### config.mk
export PLATFORM = sky130hd
export DESIGN_NAME = regfile32_wr
export DESIGN_NICKNAME = d
export VERILOG_FILES = /design/src/rtl/regfile32_wr.sv
export SDC_FILE = /design/constraint.sdc
export NUM_CORES = 2
export LEC_CHECK = 0
export ABC_CLOCK_PERIOD_IN_PS = 7500
export BUFFER_PORTS_ARGS = -buffer_cell sky130_fd_sc_hd__buf_2
export CORE_MARGIN = 5
export CORE_UTILIZATION = 23
export CTS_BUF_LIST = sky130_fd_sc_hd__clkbuf_4 sky130_fd_sc_hd__clkbuf_8
export DETAILED_ROUTE_END_ITERATION = 10
export PLACE_DENSITY = 0.34
export SYNTH_ARGS = -nofsm -noshare
export SYNTH_HDL_FRONTEND = slang
export SYNTH_SLANG_ARGS = --single-unit
export TNS_END_PERCENT = 30
### constraint.sdc
create_clock -name clk -period 7.5 [get_ports clk]
set_input_delay 0.375 -clock clk [delete_from_list [all_inputs] [get_ports clk]]
set_output_delay 0.375 -clock clk [all_outputs]
set_load 0.02 [all_outputs]
### src/rtl/regfile32_wr.sv
// ---------------------------------------------------------------------------
// regfile32_wr
//   32 x DATA_W LEGv8 register file with two combinational read ports and one
//   synchronous write port. The 5-bit write address is decoded in two levels:
//   a 2:4 bank decoder on WriteRegister[4:3], qualified by RegWrite, enables
//   four 3:8 decoders on WriteRegister[2:0]. Together they form a one-hot
//   32-bit row write-enable. Register ZERO_REG (XZR) always reads zero and
//   ignores writes.
//
// Ports
//   clk            rising-edge clock for all state
//   reset          synchronous, active-low; clears every row and wr_onehot
//   RegWrite       write strobe from the writeback stage
//   WriteRegister  destination index
//   WriteData      value to write
//   ReadRegister1  source index, port A
//   ReadRegister2  source index, port B
//   ReadData1      contents of ReadRegister1 (combinational)
//   ReadData2      contents of ReadRegister2 (combinational)
//   wr_onehot      registered write-enable of the previous edge, XZR bit masked
//
// Build option
//   REGFILE_BYPASS_EN  when defined, a write in flight is forwarded to any read
//                      port that addresses the same (non-XZR) register in the
//                      same cycle. When undefined, reads return stored rows.
// ---------------------------------------------------------------------------
module regfile32_wr #(
  parameter int DATA_W   = 64,
  parameter int NREGS    = 32,
  parameter int ZERO_REG = 31
) (
  input  logic              clk,
  input  logic              reset,
  input  logic              RegWrite,
  input  logic [4:0]        WriteRegister,
  input  logic [DATA_W-1:0] WriteData,
  input  logic [4:0]        ReadRegister1,
  input  logic [4:0]        ReadRegister2,
  output logic [DATA_W-1:0] ReadData1,
  output logic [DATA_W-1:0] ReadData2,
  output logic [31:0]       wr_onehot
);

  localparam logic [4:0] ZERO_IDX = ZERO_REG[4:0];

  logic [3:0]        bank_en;
  logic [31:0]       we;
  logic [DATA_W-1:0] rows [NREGS];

  // First decode level: bank select, gated by the write strobe.
  // NOTE: every signal driven in always_comb gets a default before any
  // conditional assignment, so no path leaves it unassigned (no latch).
  always_comb begin
    bank_en = '0;
    for (int b = 0; b < 4; b++) begin
      bank_en[b] = RegWrite && (WriteRegister[4:3] == 2'(b));
    end
  end

  // Second decode level: four 3:8 decoders, each enabled by one bank line.
  // The result is one-hot while RegWrite is high and zero otherwise.
  always_comb begin
    we = '0;
    for (int b = 0; b < 4; b++) begin
      for (int j = 0; j < 8; j++) begin
        we[b*8 + j] = bank_en[b] && (WriteRegister[2:0] == 3'(j));
      end
    end
  end

  // Row storage. Reset wins over a simultaneous write, so a write whose edge
  // sees reset low never lands in any row.
  // NOTE: the whole array is cleared by reset because the architecture
  // requires every register to read zero after reset; this keeps the rows in
  // flops rather than a RAM macro, which is intended for a 32-entry file.
  always_ff @(posedge clk) begin
    if (!reset) begin
      for (int k = 0; k < NREGS; k++) begin
        // NOTE: sequential state uses non-blocking assignments so every row
        // updates from pre-edge values, independent of statement order.
        rows[k] <= '0;
      end
    end else begin
      for (int k = 0; k < NREGS; k++) begin
        if (we[k] && (k != ZERO_REG)) begin
          rows[k] <= WriteData;
        end
      end
    end
  end

  // Debug copy of the decoded enable, one cycle late, XZR bit masked off.
  always_ff @(posedge clk) begin
    if (!reset) begin
      wr_onehot <= '0;
    end else begin
      wr_onehot <= we & ~(32'd1 << ZERO_IDX);
    end
  end

  // Read muxes. XZR is forced to zero here so it never depends on row state.
  always_comb begin
    ReadData1 = (ReadRegister1 == ZERO_IDX) ? '0 : rows[ReadRegister1];
    ReadData2 = (ReadRegister2 == ZERO_IDX) ? '0 : rows[ReadRegister2];
`ifdef REGFILE_BYPASS_EN
    // Forward the write in flight; suppressed during reset since that write
    // is dropped, and for XZR which never takes a value.
    if (RegWrite && reset && (WriteRegister != ZERO_IDX)) begin
      if (WriteRegister == ReadRegister1) ReadData1 = WriteData;
      if (WriteRegister == ReadRegister2) ReadData2 = WriteData;
    end
`endif
  end

endmodule

After elaboration in Yosys (flattened, before gate mapping)
Memories as Yosys holds them, arrays and structs flattened.
Index checks and enable logic that the tools add are counted.

cells by class
  reductions and logical operators = 37
  muxes and demuxes = 127
  eq/ne operators = 12
  $mul = 0
  $add $sub $neg = 0
  bitwise gates (word level) = 31
  order comparisons = 0
  divide/modulo/power cells = 0
  shift operators = 0

operators by type and width
  operator                                                         count
  64-bit 2-to-1 mux                                                33
  1-bit 2-to-1 mux                                                 94
  1-bit logical AND                                                35
  1-bit bitwise OR                                                 31
  3-bit == test, second input constant                             4
  5-bit == test, second input constant                             2
  3-bit by 2-bit == test with 1-bit output, second input constant  2
  2-bit == test, second input constant                             2
  3-bit by 1-bit == test with 1-bit output, second input constant  1
  3-bit logical NOT                                                1
  2-bit by 1-bit == test with 1-bit output, second input constant  1
  2-bit logical NOT                                                1

storage, ports and cells
  memory bits (writable) = 2048
  memory bits (read-only) = 0
  bits of input ports = 82
  memories = 1
  latch bits = 0
  register bits = 32
  output and inout port bits = 160

memories
  memory  depth  bits a word  rd ports  clocked after memory_dff  write ports  line  RTL
  rows    32     64           2         0                         32           48    logic [DATA_W-1:0] rows [NREGS];

Depth between registers and ports, before layout
  depth in word-level cells = 7
  depth in mapped cells = 9

Worst setup path before layout
Ideal clock, no wire load.

  path kind = input to register
  from = input port WriteRegister[0]
  to = memory rows[25][0], enable pin
  cell stages on the path = 3
  data arrival time = 5.610 ns
  setup slack = 1.316 ns
  setup time = 0.575 ns
  cells stage by stage = clkbuf_1 or3b_2 o21ai_0

RTL lines
  item                line  RTL
  start: declaration  35    input logic [4:0] WriteRegister,
  end: declaration    48

Worst setup path after layout
  from = input port ReadRegister1[0]
  to = output port ReadData1[32]

between the ends
  longest elaborated chain between the ends = 2
  elaborated cells on any way between the ends = 3
  classes of those cells = 1 x eq/ne; 1 x mux; 1 x memory

RTL lines
  item                                                        line  RTL
  start: declaration                                          37    input logic [4:0] ReadRegister1,
  memory 32 x 64 bit / 5-bit == test (equally long branches)  -
  64-bit 2-to-1 mux *                                         103   ReadData1 = (ReadRegister1 == ZERO_IDX) ? '0 : rows[ReadRegister1];
  end: declaration                                            39    output logic [DATA_W-1:0] ReadData1,

Every way passes the cells marked *; elsewhere a longest branch is shown, timed or not.

==> impl_metrics.toml <==
[synth]
yosysWarningCount = 0
synth_ff_type = "sky130_fd_sc_hd__edfxtp_1"
post_synth_instance_area_mm2 = 0.09783
yosysTopAreaCell = "sky130_fd_sc_hd__edfxtp_1"
synth_sequential_area_ratio_pct = 61.53
syn_nets = 6098
post_synth_inst_count = 6016
synth.top_cells.by_area = "sky130_fd_sc_hd__edfxtp_1, sky130_fd_sc_hd__mux4_2, sky130_fd_sc_hd__nor2_1, sky130_fd_sc_hd__mux2i_1, sky130_fd_sc_hd__clkbuf_1"
ys_ff_latch = 2015
synth_async_sr_flop_share_pct = 0
number_of_synthesized_flops_with_an_enable_pin = 1984
synth_cell_types = 47
yosys.cell_count.top_type = "sky130_fd_sc_hd__edfxtp_1"
syn_area_per_cell_um2 = 16.26
post-synth-top-area-fraction_pct = 60.90
synth.top_cells.by_count = "sky130_fd_sc_hd__edfxtp_1, sky130_fd_sc_hd__nor2_1, sky130_fd_sc_hd__mux4_2"

[timing]
final_max_slew_viol_count = 0
setup_violations = 0
rsz0062_at_grt = "false"
worst_pin_slew_ns = 1.201
achievable-frequency_mhz = 213.0
tightest_slew_margin_relative_to_the_limit_pct = 19.58
final_period_minus_worst_setup_slack_ns = 4.696
timing_hold_violations_final = 0
fin_tns_setup_ns = 0
final.period_utilization_pct = 62.61

[global_route]
grt_start_max_net_pins = 112
grt_first_pass_wirelength_um = 615300
first_global_vias = 65470
globalRoute.totalOverflow = 0
grt_antenna_before_repair = 38
globalRouteTotalUtil_pct = 20.54

[clocking]
h-tree-depth = 5
max-clock-path-buffers = 4
root_buffer = "sky130_fd_sc_hd__clkbuf_8"
cts_made_buffers = 399
clock_tree_from_tritoncts = "yes"
clk_pin_slew_ns = 0.06
cts_sinks = 2015

[final_layout]
post_route_cells_drive_above_1_share_pct = 32.50
finalInstanceArea_mm2 = 0.1140
area_growth_syn_to_layout_pct = 16.51
final_net_count = 6376

[pwr]
combPwrFrac_pct = 13.7
max-vdd-ir-drop_uv = 115.4
total_leakage_power_nw = 37.73
power.internal_mw = 20.52
netSwitchingFraction_pct = 28.34
clock_power_share_pct = 38.9
total_power_mw = 28.64
power.switching_mw = 8.116
share_seq_of_total_power_pct = 47.3
total_power_divided_by_cell_area_mw_per_mm2 = 251.2

[worst_setup_path]
path_max_fanout = 66
critical_path_start_end_classification = "primary input to output pin"
timing.critical_path.buf_inv = 4
critPathArrivalTime_ns = 4.32
critPathLaunchType = "primary input"
worst_setup_path_end_kind = "output pin"
required_ns = 7.12
crit_path_max_incr_delay_ns = 0.83
crit_chain = "buf_8 -> buf_12 -> buf_4 -> mux4_2 -> a22oi_1 -> and3_1 -> a31oi_1 -> buf_2"
largest_delay_contributor_family_on_the_critical_path = "buffers and inverters"
cpMaxStageDelayCell = "sky130_fd_sc_hd__a31oi_1"

[route]
wirelength_um = 461300
firstDrtPassIters = 8
routed_wire_length_per_instance_um = 37.52
ant_nets = 0
drc = 0
post_drt_via_cell_ratio = 5.100
vias = 62720
first_iter_violations = 6679

[die]
core_mm2 = 0.4237
placement_rows = 239
design.die.area_mm2 = 0.4385
initial_standard_cell_utilization_of_the_core_pct = 23.09
floorplan.die.width_um = 662.2
boundaryPins = 242
die_y_um = 662.2

[place]
dpl.hpwl_um = 256700
routabilityCongestion = 0.7452
numPortBuffers = 240
postPlaceCellArea_mm2 = 0.1061

[outcome]
run_status = "completed"

[job]
cap_viol_max_count = 0

[hold_path]
hold_class = "primary input to register"
[flip-flops by register name, indices dropped and copies added, names as in the netlist]
register   count
rows        1984
wr_onehot     31
[power by group through the flow]
stage,Combinational [mW],Clock (mW),Sequential [mW]
floorplan,2.26,0,13.7
global placement,4.02,0,13.8
finish,3.93,11.2,13.6
CTS,4.03,11.5,13.5
detailed placement,4.01,0,13.8
global route,4.11,12.0,13.6
[tightest hold or removal path: stages]
cell	delay [ns]
sky130_fd_sc_hd__buf_2	0.08
sky130_fd_sc_hd__nand2_1	0.41
sky130_fd_sc_hd__nor2_1	0.22
[routing by layer]
metal | up-vias | GRT usage, % | share of wire (%)
met5 | - | 0 | 0
met4 | 0 | 5.168 | 2.5
met3 | 571 | 3.133 | 5.5
met2 | 2468 | 34.28 | 48
met1 | 34980 | 27.99 | 43
li1 | 24690 | - | -
[repair_timing]
action / CTS / global route
endpoints found under the hold margin: 214 / 0
setup buffers: 0 / 0
hold buffers: 24 / 0
resized for setup: 0 / 0
[per-stage QoR]
stage               utilization, %  hold WS, ns  setup WS [ns]  std cells
finish                       26.90       0.1027          2.804      12300
global placement             25.03       0.7965          2.658      11530
CTS                          26.89     0.002022          2.688      12280
global route                 26.89      0.07972          2.617      12290
detailed placement           25.03       0.7935          2.689      11530
floorplan                        -       0.5547          1.316       6016
[logic make-up after synthesis]
group	count (synthesis)	share of synthesized area [%]
mux	1307	25.48
simple gates	1451	5.878
buf+inv	692	2.885
flops	2015	61.53
other cells	1	0.003833
compound gates	550	4.218
[final cells by class]
| class | instances | area (µm²) |
|---|---|---|
| Fill cell | 42850 | 309800 |
| Sequential cell | 2015 | 60200 |
| Multi-Input combinational cell | 3309 | 35290 |
| Tap cell | 5663 | 7086 |
| Clock buffer | 553 | 6698 |
| Timing Repair Buffer | 460 | 3316 |
| Clock inverter | 170 | 934.6 |
| Inverter | 109 | 416.7 |
| Antenna cell | 18 | 45.04 |
[path summary, 6_finish.rpt]
check | startpoint | end | slack [ns] | depth (start not counted)
worst max-delay path | ReadRegister1[0] | ReadData1[32] | 2.80 | 8
worst min-delay path | WriteData[1] | rows[9][1]$_SDFFCE_PN0P_ | 0.10 | 3
[cell usage in the layout (no fill, tap or decap), types with 6 or more instances in the layout]
master / instances
sky130_fd_sc_hd__inv_1: 105
sky130_fd_sc_hd__edfxtp_1: 1984
sky130_fd_sc_hd__clkinvlp_4: 6
sky130_fd_sc_hd__a22oi_1: 122
sky130_fd_sc_hd__o21ai_4: 13
sky130_fd_sc_hd__and3_1: 40
sky130_fd_sc_hd__a221oi_1: 42
sky130_fd_sc_hd__buf_8: 9
sky130_fd_sc_hd__buf_4: 172
sky130_fd_sc_hd__a211o_1: 22
sky130_fd_sc_hd__a2bb2oi_1: 41
sky130_fd_sc_hd__dlygate4sd3_1: 24
sky130_fd_sc_hd__clkbuf_4: 146
sky130_fd_sc_hd__nand2_4: 31
sky130_fd_sc_hd__clkinv_1: 109
sky130_fd_sc_hd__buf_2: 229
sky130_fd_sc_hd__o211ai_1: 28
sky130_fd_sc_hd__nor2_1: 1215
sky130_fd_sc_hd__o2bb2ai_1: 85
sky130_fd_sc_hd__mux4_2: 938
sky130_fd_sc_hd__buf_12: 24
sky130_fd_sc_hd__mux2i_1: 279
sky130_fd_sc_hd__o21ai_0: 42
sky130_fd_sc_hd__diode_2: 18
sky130_fd_sc_hd__o221ai_1: 42
sky130_fd_sc_hd__nand2b_1: 39
sky130_fd_sc_hd__dfxtp_1: 31
sky130_fd_sc_hd__a31oi_1: 43
sky130_fd_sc_hd__mux2_2: 90
sky130_fd_sc_hd__a21oi_1: 51
sky130_fd_sc_hd__clkinv_2: 36
sky130_fd_sc_hd__o2111ai_1: 12
sky130_fd_sc_hd__clkbuf_8: 407
sky130_fd_sc_hd__nand2_1: 87
(Power assumes the default switching activity.)
